--- src/rtl/vscale_dom_share_gen_pkg.sv ---
// Shared constants and types for the Boolean share generator:
// FSM encodings and the Galois LFSR parameters plus its step function.
package vscale_dom_share_gen_pkg;

    typedef enum logic [1:0] {
        ST_IDLE = 2'd0,
        ST_GEN  = 2'd1,
        ST_HOLD = 2'd2
    } state_e;

    localparam int          LFSR_W       = 32;
    localparam logic [31:0] LFSR_POLY    = 32'h8020_0003;  // x^32+x^22+x^2+x+1
    localparam logic [31:0] LFSR_RST_VAL = 32'hACE1_0001;

    function automatic logic [LFSR_W-1:0] lfsr_step(input logic [LFSR_W-1:0] s);
        lfsr_step = (s >> 1) ^ (s[0] ? LFSR_POLY : '0);
    endfunction

endpackage

--- src/rtl/vscale_dom_share_gen_if.sv ---
// Handshake bundle between a word producer/consumer (master) and the
// share generator (slave).
interface vscale_dom_share_gen_if #(
    parameter int DWIDTH = 32,
    parameter int SHARES = 2
);
    logic                     InValidxSI;
    logic                     InReadyxSO;
    logic [DWIDTH-1:0]        InDataxDI;
    logic                     SeedValidxSI;
    logic [31:0]              SeedxDI;
    logic                     OutValidxSO;
    logic                     OutReadyxSI;
    logic [SHARES*DWIDTH-1:0] OutSharesxDO;
    logic                     BusyxSO;

    modport master (
        output InValidxSI, InDataxDI, SeedValidxSI, SeedxDI, OutReadyxSI,
        input  InReadyxSO, OutValidxSO, OutSharesxDO, BusyxSO
    );

    modport slave (
        input  InValidxSI, InDataxDI, SeedValidxSI, SeedxDI, OutReadyxSI,
        output InReadyxSO, OutValidxSO, OutSharesxDO, BusyxSO
    );
endinterface

--- src/rtl/vscale_dom_share_gen_lfsr.sv ---
// 32-bit Galois LFSR mask source; a load replaces the state (zero seed is
// forced to 1 so the register can never lock up), a step advances it once.
module vscale_dom_lfsr
    import vscale_dom_share_gen_pkg::*;
(
    input  logic              ClkxCI,
    input  logic              RstxRBI,
    input  logic              StepxSI,
    input  logic              LoadxSI,
    input  logic [LFSR_W-1:0] SeedxDI,
    output logic [LFSR_W-1:0] StatexDO
);
    logic [LFSR_W-1:0] state_q;
    logic [LFSR_W-1:0] state_d;

    always_comb begin
        state_d = state_q;
        if (LoadxSI) begin
            state_d = (SeedxDI == '0) ? LFSR_W'(1) : SeedxDI;
        end else if (StepxSI) begin
            state_d = lfsr_step(state_q);
        end
    end

    always_ff @(posedge ClkxCI or negedge RstxRBI) begin
        if (!RstxRBI) begin
            state_q <= LFSR_RST_VAL;
        end else begin
            state_q <= state_d;
        end
    end

    assign StatexDO = state_q;
endmodule

--- src/rtl/vscale_dom_share_gen.sv ---
// Splits one unmasked word into SHARES Boolean shares (XOR of all lanes
// equals the input) using fresh LFSR masks, one mask per GEN cycle.
module vscale_dom_share_gen
    import vscale_dom_share_gen_pkg::*;
#(
    parameter int DWIDTH = 32,
    parameter int SHARES = 2
) (
    input  logic                   ClkxCI,
    input  logic                   RstxRBI,
    vscale_dom_share_gen_if.slave  bus
);
    localparam int CW = $clog2(SHARES) + 1;

    state_e                   state_q;
    logic [CW-1:0]            cnt_q;
    logic [SHARES*DWIDTH-1:0] shares_q;
    logic [SHARES*DWIDTH-1:0] gen_shares_d;
    logic                     out_valid_q;
    logic                     busy_q;
    logic [LFSR_W-1:0]        lfsr_state;
    logic [DWIDTH-1:0]        mask;
    logic                     in_ready;
    logic                     seed_load;

    assign in_ready  = (state_q == ST_IDLE) && !bus.SeedValidxSI;
    assign seed_load = (state_q == ST_IDLE) && bus.SeedValidxSI;
    assign mask      = lfsr_state[DWIDTH-1:0];

    vscale_dom_lfsr u_lfsr (
        .ClkxCI   (ClkxCI),
        .RstxRBI  (RstxRBI),
        .StepxSI  (state_q == ST_GEN),
        .LoadxSI  (seed_load),
        .SeedxDI  (bus.SeedxDI),
        .StatexDO (lfsr_state)
    );

    // Lane 0 absorbs every mask; lane cnt_q receives the current mask.
    for (genvar gi = 0; gi < SHARES; gi++) begin : g_lane
        if (gi == 0) begin : g_l0
            assign gen_shares_d[0 +: DWIDTH] = shares_q[0 +: DWIDTH] ^ mask;
        end else begin : g_ln
            assign gen_shares_d[gi*DWIDTH +: DWIDTH] =
                (cnt_q == CW'(gi)) ? mask : shares_q[gi*DWIDTH +: DWIDTH];
        end
    end

    always_ff @(posedge ClkxCI or negedge RstxRBI) begin
        if (!RstxRBI) begin
            state_q     <= ST_IDLE;
            cnt_q       <= '0;
            shares_q    <= '0;
            out_valid_q <= 1'b0;
            busy_q      <= 1'b0;
        end else begin
            case (state_q)
                ST_IDLE: begin
                    if (bus.InValidxSI && in_ready) begin
                        shares_q <= {{((SHARES-1)*DWIDTH){1'b0}}, bus.InDataxDI};
                        cnt_q    <= CW'(1);
                        state_q  <= ST_GEN;
                        busy_q   <= 1'b1;
                    end
                end
                ST_GEN: begin
                    shares_q <= gen_shares_d;
                    cnt_q    <= cnt_q + CW'(1);
                    if (cnt_q == CW'(SHARES-1)) begin
                        state_q     <= ST_HOLD;
                        out_valid_q <= 1'b1;
                    end
                end
                ST_HOLD: begin
                    if (bus.OutReadyxSI) begin
                        state_q     <= ST_IDLE;
                        out_valid_q <= 1'b0;
                        busy_q      <= 1'b0;
                    end
                end
                default: begin
                    state_q     <= ST_IDLE;
                    out_valid_q <= 1'b0;
                    busy_q      <= 1'b0;
                end
            endcase
        end
    end

    assign bus.InReadyxSO   = in_ready;
    assign bus.OutValidxSO  = out_valid_q;
    assign bus.BusyxSO      = busy_q;
    assign bus.OutSharesxDO = shares_q;
endmodule

--- src/flat_wrapper.sv ---
// flat-port wrapper written by rule: the top's interface ports become plain ports
module vscale_dom_share_gen_flat import vscale_dom_share_gen_pkg::*;
#(
    parameter int DWIDTH = 32,
    parameter int SHARES = 2
)
  (ClkxCI, RstxRBI, bus_InValidxSI, bus_InDataxDI, bus_SeedValidxSI, bus_SeedxDI, bus_OutReadyxSI, bus_InReadyxSO, bus_OutValidxSO, bus_OutSharesxDO, bus_BusyxSO);
  vscale_dom_share_gen_if #(.DWIDTH(DWIDTH), .SHARES(SHARES)) bus_i ();
  input  logic ClkxCI;
  input  logic RstxRBI;
  input wire logic [$bits(bus_i.InValidxSI)-1:0] bus_InValidxSI;
  input wire logic [$bits(bus_i.InDataxDI)-1:0] bus_InDataxDI;
  input wire logic [$bits(bus_i.SeedValidxSI)-1:0] bus_SeedValidxSI;
  input wire logic [$bits(bus_i.SeedxDI)-1:0] bus_SeedxDI;
  input wire logic [$bits(bus_i.OutReadyxSI)-1:0] bus_OutReadyxSI;
  output wire logic [$bits(bus_i.InReadyxSO)-1:0] bus_InReadyxSO;
  output wire logic [$bits(bus_i.OutValidxSO)-1:0] bus_OutValidxSO;
  output wire logic [$bits(bus_i.OutSharesxDO)-1:0] bus_OutSharesxDO;
  output wire logic [$bits(bus_i.BusyxSO)-1:0] bus_BusyxSO;
  assign bus_i.InValidxSI = bus_InValidxSI;
  assign bus_i.InDataxDI = bus_InDataxDI;
  assign bus_i.SeedValidxSI = bus_SeedValidxSI;
  assign bus_i.SeedxDI = bus_SeedxDI;
  assign bus_i.OutReadyxSI = bus_OutReadyxSI;
  assign bus_InReadyxSO = bus_i.InReadyxSO;
  assign bus_OutValidxSO = bus_i.OutValidxSO;
  assign bus_OutSharesxDO = bus_i.OutSharesxDO;
  assign bus_BusyxSO = bus_i.BusyxSO;
  vscale_dom_share_gen #(.DWIDTH(DWIDTH), .SHARES(SHARES)) u_core (.ClkxCI(ClkxCI), .RstxRBI(RstxRBI), .bus(bus_i));
endmodule
--- config.mk ---
export PLATFORM = sky130hd
export DESIGN_NAME = vscale_dom_share_gen_flat
export DESIGN_NICKNAME = d
export VERILOG_FILES = /design/src/rtl/vscale_dom_share_gen_pkg.sv /design/src/rtl/vscale_dom_share_gen_if.sv /design/src/rtl/vscale_dom_share_gen_lfsr.sv /design/src/rtl/vscale_dom_share_gen.sv /design/src/flat_wrapper.sv
export SDC_FILE = /design/constraint.sdc
export NUM_CORES = 1
export LEC_CHECK = 0
export CAP_MARGIN = 40
export CORE_ASPECT_RATIO = 1.1
export CORE_MARGIN = 1
export CORE_UTILIZATION = 35
export DETAILED_ROUTE_END_ITERATION = 7
export PLACE_DENSITY = 0.65
export SLEW_MARGIN = 20
export SYNTH_ARGS = -nofsm -noshare
export SYNTH_HDL_FRONTEND = slang
export SYNTH_SLANG_ARGS = --single-unit
--- constraint.sdc ---
create_clock -name ClkxCI -period 1.5 [get_ports ClkxCI]
set_input_delay 0.45 -clock ClkxCI [delete_from_list [all_inputs] [get_ports ClkxCI]]
set_output_delay 0.45 -clock ClkxCI [all_outputs]
set_load 0.05 [all_outputs]
After elaboration in Yosys (flattened, before gate mapping) --
Cells that the tools add are included.
Word-level totals: flip-flop bits (word level) 102, input port bits 69, output and inout port bits 67, logic and storage cells 48
Cells by class: add/subtract/negate cells 1, equality and inequality tests 6, mux-type cells 17, bitwise gates (word level) 4, reductions and logical operators 13
Operator list (count):
- two-way mux 32 bit | 5
- case mux 64 bit (2 select lines) | 1
- two-way mux 64 bit | 1
- zero test 32 bit | 1
- XOR 31 x 32 -> 32 bit | 1
- XOR 32 bit | 1
- AND reduction 3 bit | 4
- two-way mux 2 bit | 3
- case mux 1 bit (3 select lines) | 2
- case mux 2 bit (3 select lines) | 1
- == test 2 x 1 -> 1 bit (second input constant) | 2
- inequality test 2 bit (second input constant) | 2
- case mux 2 bit (2 select lines) | 1
- nonzero test 2 bit | 2
- logical AND 1 bit | 3
- two-way mux 1 bit | 3
- adder 2 x 1 -> 2 bit (second input constant) | 1
- == test 2 bit (second input constant) | 1
- zero test 2 bit | 1
- inequality test 2 x 1 -> 1 bit (second input constant) | 1
- NOT 1 bit | 2
- AND reduction 2 bit | 1
- zero test 1 bit | 1

Logic depth before layout (Yosys ltp) --
Gate-level depths: netlist of the first run.
depth after elaboration 5, depth in mapped cells 8, gate-level depth less buffers 6

Modules after synthesis --
From an unflattened synthesis of the first run, not the netlist that was laid out.
Second synthesis, totals: cells, all modules 402, area, all modules 4579.4 um^2
Modules (own cells, without submodules):
- vscale_dom_share_gen | times used 1, cells an instance 247, area an instance 2974.1 um^2, sequential area each 1751.7 um^2
- vscale_dom_lfsr | times used 1, cells an instance 155, area an instance 1605.3 um^2, sequential area each 812.0 um^2

Least setup slack after synthesis of the first run --
No wires, ideal clock.
kind flip-flop to output port, start register u_core.state_q[0], end output port bus_InReadyxSO, arrival time 1899 ps, data required time 1050 ps, setup slack -849 ps, cell stages (with the launch flop) 4, buffers on the path 2, cells stage by stage dfrtp_1 > clkbuf_1 > clkbuf_1 > nor3_1
On the way: cells in the longest elaborated chain, start to end 2
RTL lines:
- from (decl) | RTL line vscale_dom_share_gen.sv:15 | state_e state_q;
- from (signal assigned) | RTL line vscale_dom_share_gen.sv:51 | state_q <= ST_IDLE;
- from (signal assigned) | RTL line vscale_dom_share_gen.sv:62 | state_q <= ST_GEN;
- from (signal assigned) | RTL line vscale_dom_share_gen.sv:70 | state_q <= ST_HOLD;
- zero test 2 bit | RTL line vscale_dom_share_gen.sv:26 | assign in_ready = (state_q == ST_IDLE) && !bus.SeedValidxSI;
- logical AND 1 bit | RTL line vscale_dom_share_gen.sv:26
- to (decl) | RTL line flat_wrapper.sv:16 | output wire logic [$bits(bus_i.InReadyxSO)-1:0] bus_InReadyxSO;
Every way passes these cells.

Worst setup path in the final report of the first run --
start register u_core.state_q[1], end output port bus_InReadyxSO
The elaborated chain is that of the path after synthesis.

==> metrics.log, run 1 <==
[metrics] outcome: finished, violations left
[metrics] violations in the final reports: negative setup slack
[metrics] combined area of all synthesized cells: 4422 sq um
[metrics] setup repair after global routing missed its margin: yes
[metrics] Routed WL: 14,980 microns
[metrics] number of cells produced by synthesis: 413
[metrics] leading cell type in the layout, fill and taps excluded: sky130_fd_sc_hd__dfrtp_1
[metrics] net count after synthesis: 483
[metrics] dpl ws: -552.3 ps
[metrics] Max-Cap Viols: 0
[metrics] maximum number of pins on one net before global-route repair: 67
[metrics] FFs w/ async S/R, synth: 100.0%
[metrics] final clock skew: 5.123 ps
[metrics] area grow syn2layout: 86.79%
[metrics] vias in the first global route: 3,994
[metrics] top area cells in the synthesized netlist: sky130_fd_sc_hd__dfrtp_1 53%, sky130_fd_sc_hd__a221o_1 6.6%, sky130_fd_sc_hd__o2bb2ai_1 5.5%
[metrics] Clk Latency, worst-skew pair: 340 ps
[metrics] post-route DRC violation count: 0
[metrics] buffer type at the clock tree root: sky130_fd_sc_hd__clkbuf_16
[metrics] initial cell density of the core: 36.27%
[metrics] average instance area after synthesis: 10.71 sq um
[metrics] Ys Warns: 0
[metrics] worst min-delay path class: input pin to async pin
[metrics] Core Area: 12,190 sq um
[metrics] clock input transition at the sequential cells of the worst setup and hold paths: 70 ps
[metrics] Worst EP required: 1050 ps
[metrics] number of distinct library cells after synthesis: 34
[metrics] RePlAce Congestion: 0.7920
[metrics] global router's overall resource usage: 21.38%
[metrics] number of diodes added for antenna fixing: 0
[metrics] total CTS buffers: 9
[metrics] max incr delay on CP: 410 ps
[metrics] Final min period: 1722 ps
[metrics] initial antenna violation count: 0
[metrics] ordered list of cells on the worst path: buf_6 -> nor3_4 -> buf_12
[metrics] critical path class: flip-flop to output pin
[metrics] count of port buffers added during placement: 135
[metrics] clock tree from TritonCTS: yes
[metrics] global-route wire length before repair: 21,280 microns
[metrics] R2R Setup Slk: -200 ps
[metrics] Yosys top cell by area: sky130_fd_sc_hd__dfrtp_1
[metrics] Final ANT Viol Nets: 0
[metrics] worst-case reg-to-reg path depth: 7
[metrics] data arrival time at the worst-slack endpoint: 1270 ps
[metrics] Setup TNS Final: -13,300 ps
[metrics] mean number of vias per cell: 5.417
[metrics] highest clock frequency the design can meet: 0.5806 GHz
[metrics] crit share post-route: 114.8%
[metrics] Cells after DPL: 713
[metrics] master of the slowest instance on the critical path: sky130_fd_sc_hd__dfrtp_1
[metrics] final setup fails: 98
[metrics] setup ws final: -222.4 ps
[metrics] die span in y: 119.9 microns
[metrics] # H-tree levels: 3
[metrics] count of TritonRoute iterations in the first routing pass: 4
[metrics] count of vias placed by the detailed router: 4,101
[metrics] final global-route overflow total: 0
[metrics] actual slew at the worst max-slew pin: 351.8 ps
[metrics] crit path capture type: output pin
[metrics] average detailed-routed wire length per instance: 19.79 microns
[metrics] count of flip-flops with a built-in enable after synthesis: 0
[metrics] Clock Path Buffers: 2
[metrics] hold violation total from the final report: 0
[metrics] # IOs: 136
[metrics] net count reported at finish: 668
[metrics] DRT iter0 DRCs: 254
[metrics] share of layout cells above drive strength 1: 40.13%
[metrics] number of standard cells in the final layout excluding fillers: 757
[metrics] overall power consumption: 0.02217 W
[metrics] Bufs and invs on worst path: 2
[metrics] max-slew headroom at the worst pin: 76.54%
[metrics] Static Leak: 3.497 nW
[metrics] Synth Flop Type: sky130_fd_sc_hd__dfrtp_1
[metrics] Sink Count: 102
[metrics] share of Yosys cell area claimed by the top area cell type: 52.63%
[metrics] total power per unit cell area: 2685 nW/um^2
[metrics] synthesis-stage register bit count: 102
[metrics] startpoint class of the critical path: flip-flop
[metrics] worst voltage drop across the vdd grid: 0.001472 V
[metrics] reg2reg start: u_core.state_q[0]$_DFFE_PN0P_
[metrics] worst r2r dst: u_core.bus.OutSharesxDO[40]$_DFFE_PN0P_
[metrics] critical path peak fanout: 3
[metrics] total half-perimeter wirelength after legalization and detailed placement: 8886 microns
[metrics] number of max-slew violations in the final report: 0
[metrics] die outline width: 109.2 microns
[metrics] family with the most delay on the worst path: flip-flops
[metrics] Critical Path Source: u_core.state_q[1]$_DFFE_PN0P_
[metrics] Die ar.: 13,090 sq um
[metrics] cell row count: 42
[metrics] sequential element share of the synthesized area: 57.98%
[metrics] commonest non-fill, non-tap cells in the layout: 92 x sky130_fd_sc_hd__dfrtp_1, 78 x sky130_fd_sc_hd__buf_12, 59 x sky130_fd_sc_hd__clkdlybuf4s50_1
==> through the flow <==
stage	util, %	area, sq um	hold WS, ps
after global placement	56.40	6877	301.0
after CTS	61.59	7508	478.2
final	67.74	8259	486.6
after detailed placement	56.40	6877	304.5
after floorplan	-	4459	154.4
after global routing	67.74	8259	507.3
==> logic make-up after synthesis <==
family	after synthesis	synth area share [%]
AO/OA/AOI/OAI	139	22.50
AND/OR/NAND/NOR	138	14.91
flip-flops	102	57.98
buffers and inverters	29	3.480
XOR/XNOR	3	0.5943
multiplexers	1	0.2547
adder cells (fa/ha/maj)	1	0.2829
==> cells in the mapped netlist, types with 2 or more instances <==
cell type and instances:
sky130_fd_sc_hd__nor3_1 3, sky130_fd_sc_hd__dfrtp_1 93, sky130_fd_sc_hd__o21ai_1 21, sky130_fd_sc_hd__nand4_1 2, sky130_fd_sc_hd__dfstp_2 9, sky130_fd_sc_hd__o21ai_0 9, sky130_fd_sc_hd__nand3_1 4, sky130_fd_sc_hd__xnor2_1 3
sky130_fd_sc_hd__nor2_1 33, sky130_fd_sc_hd__o2bb2ai_1 28, sky130_fd_sc_hd__buf_6 3, sky130_fd_sc_hd__buf_2 15, sky130_fd_sc_hd__and2_1 31, sky130_fd_sc_hd__a22o_1 11, sky130_fd_sc_hd__nor4_1 8, sky130_fd_sc_hd__a221o_1 29
sky130_fd_sc_hd__nand2_1 49, sky130_fd_sc_hd__clkbuf_1 9, sky130_fd_sc_hd__a21oi_1 38
==> worst reg2reg max path: cells and delay by family (launching register included) <==
family | cells | cell delay (ps)
AOI/OAI and AO/OA | 2 | 300
DFF | 1 | 430
and+or+nand+nor | 2 | 430
buffers and inverters | 3 | 430
==> power breakdown <==
group / switching (W) / leakage [nW] / internal, W
Sequential: 0.00169 / 1.23 / 0.00420
Clock: 0.00101 / 0.163 / 0.00155
Combinational: 0.00668 / 2.10 / 0.00705
==> final cells by class <==
type / instances / area [sq um]
fillers: 887 / 3933
repair buffers: 202 / 2950
flip-flops and latches: 102 / 2565
multi-input cells: 282 / 2221
clock buffers: 12 / 256.5
well taps: 154 / 192.7
clock inverters: 4 / 70.07
inverters: 1 / 3.754
==> registers in the layout (all words and copies together) (netlist names) <==
name	count
u_core.state_q	2
u_core.bus.OutSharesxDO	64
u_core.cnt_q	2
u_core.bus.OutValidxSO	1
u_core.bus.BusyxSO	1
u_core.u_lfsr.StatexDO	32
==> per-layer routing <==
| metal | track usage, % | up-vias | share of wire, % |
|---|---|---|---|
| met1 | 29.03 | 2052 | 42 |
| met3 | 3.476 | 19 | 6.1 |
| met2 | 35.22 | 146 | 50 |
| li1 | - | 1884 | - |
| met5 | 0 | - | 0 |
| met4 | 5.833 | 0 | 1.6 |
==> how the worst max path moves through the flow <==
| stage | cells after the start | slack [ps] | end |
|---|---|---|---|
| global placement | 6 | -540 | u_core.bus.OutSharesxDO[42]$_DFFE_PN0P_ |
| floorplan | 3 | -60 | bus_InReadyxSO |
| CTS | 3 | -230 | bus_InReadyxSO |
| detailed placement | 6 | -550 | u_core.bus.OutSharesxDO[62]$_DFFE_PN0P_ |
| finish | 3 | -220 | bus_InReadyxSO |
| global route | 8 | -250 | u_core.bus.OutSharesxDO[3]$_DFFE_PN0P_ |
==> timing repair <==
action	4_1_cts	5_1_grt
endpoints found under the setup margin	65	94
hold buffers	1	0
pin swaps	8	39
setup buffers	6	9
hold endpoints to repair	8	0
resized for setup	29	119
cloned	5	9
No activity file was read; power rests on OpenSTA's default activity.
==> run 2: changes to the inputs <==
Settings changed: PLACE_DENSITY 0.65 to unset.
Clock period 1.5 ns to 2 ns, I/O delays scaled along.
==> run 2 against run 1 <==
  * The flow now finishes without violations
  * Critical path depth did not move
  * Global-route usage fell by 2.6 points
  * Final area fell by 24%
==> metrics.log, run 2 (synthesis results as in run 1) <==
[metrics] NetSw: 0.005773 W
[metrics] buffer type at the clock tree root: sky130_fd_sc_hd__clkbuf_16
[metrics] Max-Cap Viols: 0
[metrics] final setup fails: 0
[metrics] final global-route overflow total: 0
[metrics] Cells after DPL: 703
[metrics] count of port buffers added during placement: 135
[metrics] highest clock frequency the design can meet: 0.5148 GHz
[metrics] average detailed-routed wire length per instance: 16.69 microns
[metrics] total power per unit cell area: 1980 nW/um^2
[metrics] actual slew at the worst max-slew pin: 440.0 ps
[metrics] count of TritonRoute iterations in the first routing pass: 4
[metrics] global-route wire length before repair: 18,880 microns
[metrics] DRT iter0 DRCs: 213
[metrics] Clk Latency, worst-skew pair: 340 ps
[metrics] data arrival time at the worst-slack endpoint: 1340 ps
[metrics] vias in the first global route: 3,713
[metrics] # IOs: 136
[metrics] worst voltage drop across the vdd grid: 0.001066 V
[metrics] sequential group share of total power: 32.0%
[metrics] fill cell instance count of the final layout: 1,093
[metrics] die span in y: 119.9 microns
[metrics] startpoint class of the critical path: flip-flop
[metrics] crit share post-route: 97.13%
[metrics] clock tree from TritonCTS: yes
[metrics] internal power of the cells: 0.006670 W
[metrics] max FFs per register: 64
[metrics] share of layout cells above drive strength 1: 22.93%
[metrics] crit path capture type: output pin
[metrics] net count reported at finish: 632
[metrics] combinational fraction of design power: 53.8%
[metrics] fraction of power spent switching nets: 46.39%
[metrics] clock input transition at the sequential cells of the worst setup and hold paths: 70 ps
[metrics] number of max-slew violations in the final report: 0
[metrics] cell row count: 42
[metrics] initial antenna violation count: 0
[metrics] # H-tree levels: 3
[metrics] post-route DRC violation count: 0
[metrics] overall power consumption: 0.01244 W
[metrics] initial cell density of the core: 36.27%
[metrics] critical path class: flip-flop to output pin
[metrics] total half-perimeter wirelength after legalization and detailed placement: 8901 microns
[metrics] Die ar.: 13,090 sq um
[metrics] hold violation total from the final report: 0
[metrics] critical path peak fanout: 13
[metrics] Clock Path Buffers: 2
[metrics] die outline width: 109.2 microns
[metrics] Setup TNS Final: 0 ps
[metrics] Core Area: 12,190 sq um
[metrics] maximum number of pins on one net before global-route repair: 39
[metrics] hold bufs inserted after CTS: 0
[metrics] Static Leak: 2.711 nW
[metrics] total CTS buffers: 9
[metrics] mean number of vias per cell: 5.269
[metrics] area grow syn2layout: 42.11%
[metrics] setup repair after global routing missed its margin: no
[metrics] worst min-delay path class: input pin to async pin
[metrics] commonest non-fill, non-tap cells in the layout: 92 x sky130_fd_sc_hd__dfrtp_1, 91 x sky130_fd_sc_hd__buf_4, 66 x sky130_fd_sc_hd__clkdlybuf4s50_1
[metrics] global router's overall resource usage: 18.80%
[metrics] hold slack final: 154.7 ps
[metrics] Worst EP required: 1400 ps
[metrics] number of standard cells in the final layout excluding fillers: 721
[metrics] Routed WL: 12,040 microns
[metrics] Final min period: 1943 ps
[metrics] core utilization of the finished layout: 51.54%
[metrics] part of the power in the clock network: 14.2%
[metrics] number of diodes added for antenna fixing: 0
[metrics] worst-case reg-to-reg path depth: 4
[metrics] count of vias placed by the detailed router: 3,799
[metrics] max-slew headroom at the worst pin: 70.67%
[metrics] RePlAce Congestion: 0.8040
[metrics] Final ANT Viol Nets: 0
[metrics] final clock skew: 8.576 ps
[metrics] leading cell type in the layout, fill and taps excluded: sky130_fd_sc_hd__dfrtp_1
[metrics] outcome: finished, final reports clean
[metrics] Sink Count: 102
[run 2: changes by cell type in the layout (fill, tap and decap cells not counted), moves of 8 or more]
cell / change
sky130_fd_sc_hd__and2_1: +20
sky130_fd_sc_hd__nand2_1: +9
sky130_fd_sc_hd__and2_4: -20
sky130_fd_sc_hd__o2bb2ai_4: -10
sky130_fd_sc_hd__a21oi_1: +14
sky130_fd_sc_hd__clkbuf_16: -8
sky130_fd_sc_hd__o2bb2ai_1: +16
sky130_fd_sc_hd__buf_6: -14
sky130_fd_sc_hd__buf_12: -71
sky130_fd_sc_hd__buf_4: +63
sky130_fd_sc_hd__a21oi_2: -13
[run 2: final timing paths]
| path | from | endpoint | slack [ps] |
|---|---|---|---|
| max | u_core.state_q[0]$_DFFE_PN0P_ | bus_InReadyxSO | 60 |
| min | RstxRBI | u_core.bus.OutSharesxDO[21]$_DFFE_PN0P_ | 150 |
| max reg2reg | u_core.state_q[1]$_DFFE_PN0P_ | u_core.bus.OutSharesxDO[54]$_DFFE_PN0P_ | 210 |
| min reg2reg | u_core.cnt_q[0]$_DFFE_PN0P_ | u_core.cnt_q[0]$_DFFE_PN0P_ | 490 |
| max in group asynchronous | RstxRBI | u_core.u_lfsr.StatexDO[16]$_DFFE_PN1P_ | 1160 |
| min in group ClkxCI | u_core.cnt_q[0]$_DFFE_PN0P_ | u_core.cnt_q[0]$_DFFE_PN0P_ | 490 |
[run 2: timing repair]
action	4_1_cts	5_1_grt
gates resized for setup	1	2
pin swaps	1	1
setup buffers	0	2
setup endpoints to repair	1	1
[run 2: per-layer routing]
layer | vias to the layer above | GRT usage [%] | part of all wire [%]
met5 | - | 0 | 0
met4 | 0 | 6.417 | 1.7
met3 | 16 | 3.422 | 5.5
met2 | 122 | 29.21 | 46
met1 | 1856 | 26.30 | 46
li1 | 1805 | - | -
[run 2: layout make-up]
type                            instances  area (sq um)  area share (%)
Clock buffer                           12         256.5           4.082
Multi-Input combinational cell        282          1717           27.32
Sequential cell                       102          2565           40.82
Timing Repair Buffer                  166          1504           23.93
Tap cell                              154         192.7           3.067
Inverter                                1         3.754         0.05974
Clock inverter                          4         45.04          0.7168
[run 2: stage by stage]
step	area [sq um]	worst slack, ps
2_1_floorplan	4433	93.45
3_3_place_gp	5963	-202.3
3_5_place_dp	5963	-211.9
4_1_cts	6264	12.70
5_1_grt	6284	10.74
6_report	6284	57.41
[run 2: worst max-delay path, cell delays in order, from the launching register on]
cell and delay [ps]:
sky130_fd_sc_hd__dfrtp_2 450, sky130_fd_sc_hd__buf_6 170, sky130_fd_sc_hd__nor3_4 220, sky130_fd_sc_hd__buf_12 160
[run 2: power groups by stage]
stage	sequential (W)	combinational, W	clock (W)
6_report	0.00398	0.00669	0.00177
5_1_grt	0.00411	0.00717	0.00188
4_1_cts	0.00397	0.00672	0.00181
3_5_place_dp	0.00399	0.00672	0
3_3_place_gp	0.00398	0.00659	0
2_1_floorplan	0.00594	0.00251	0
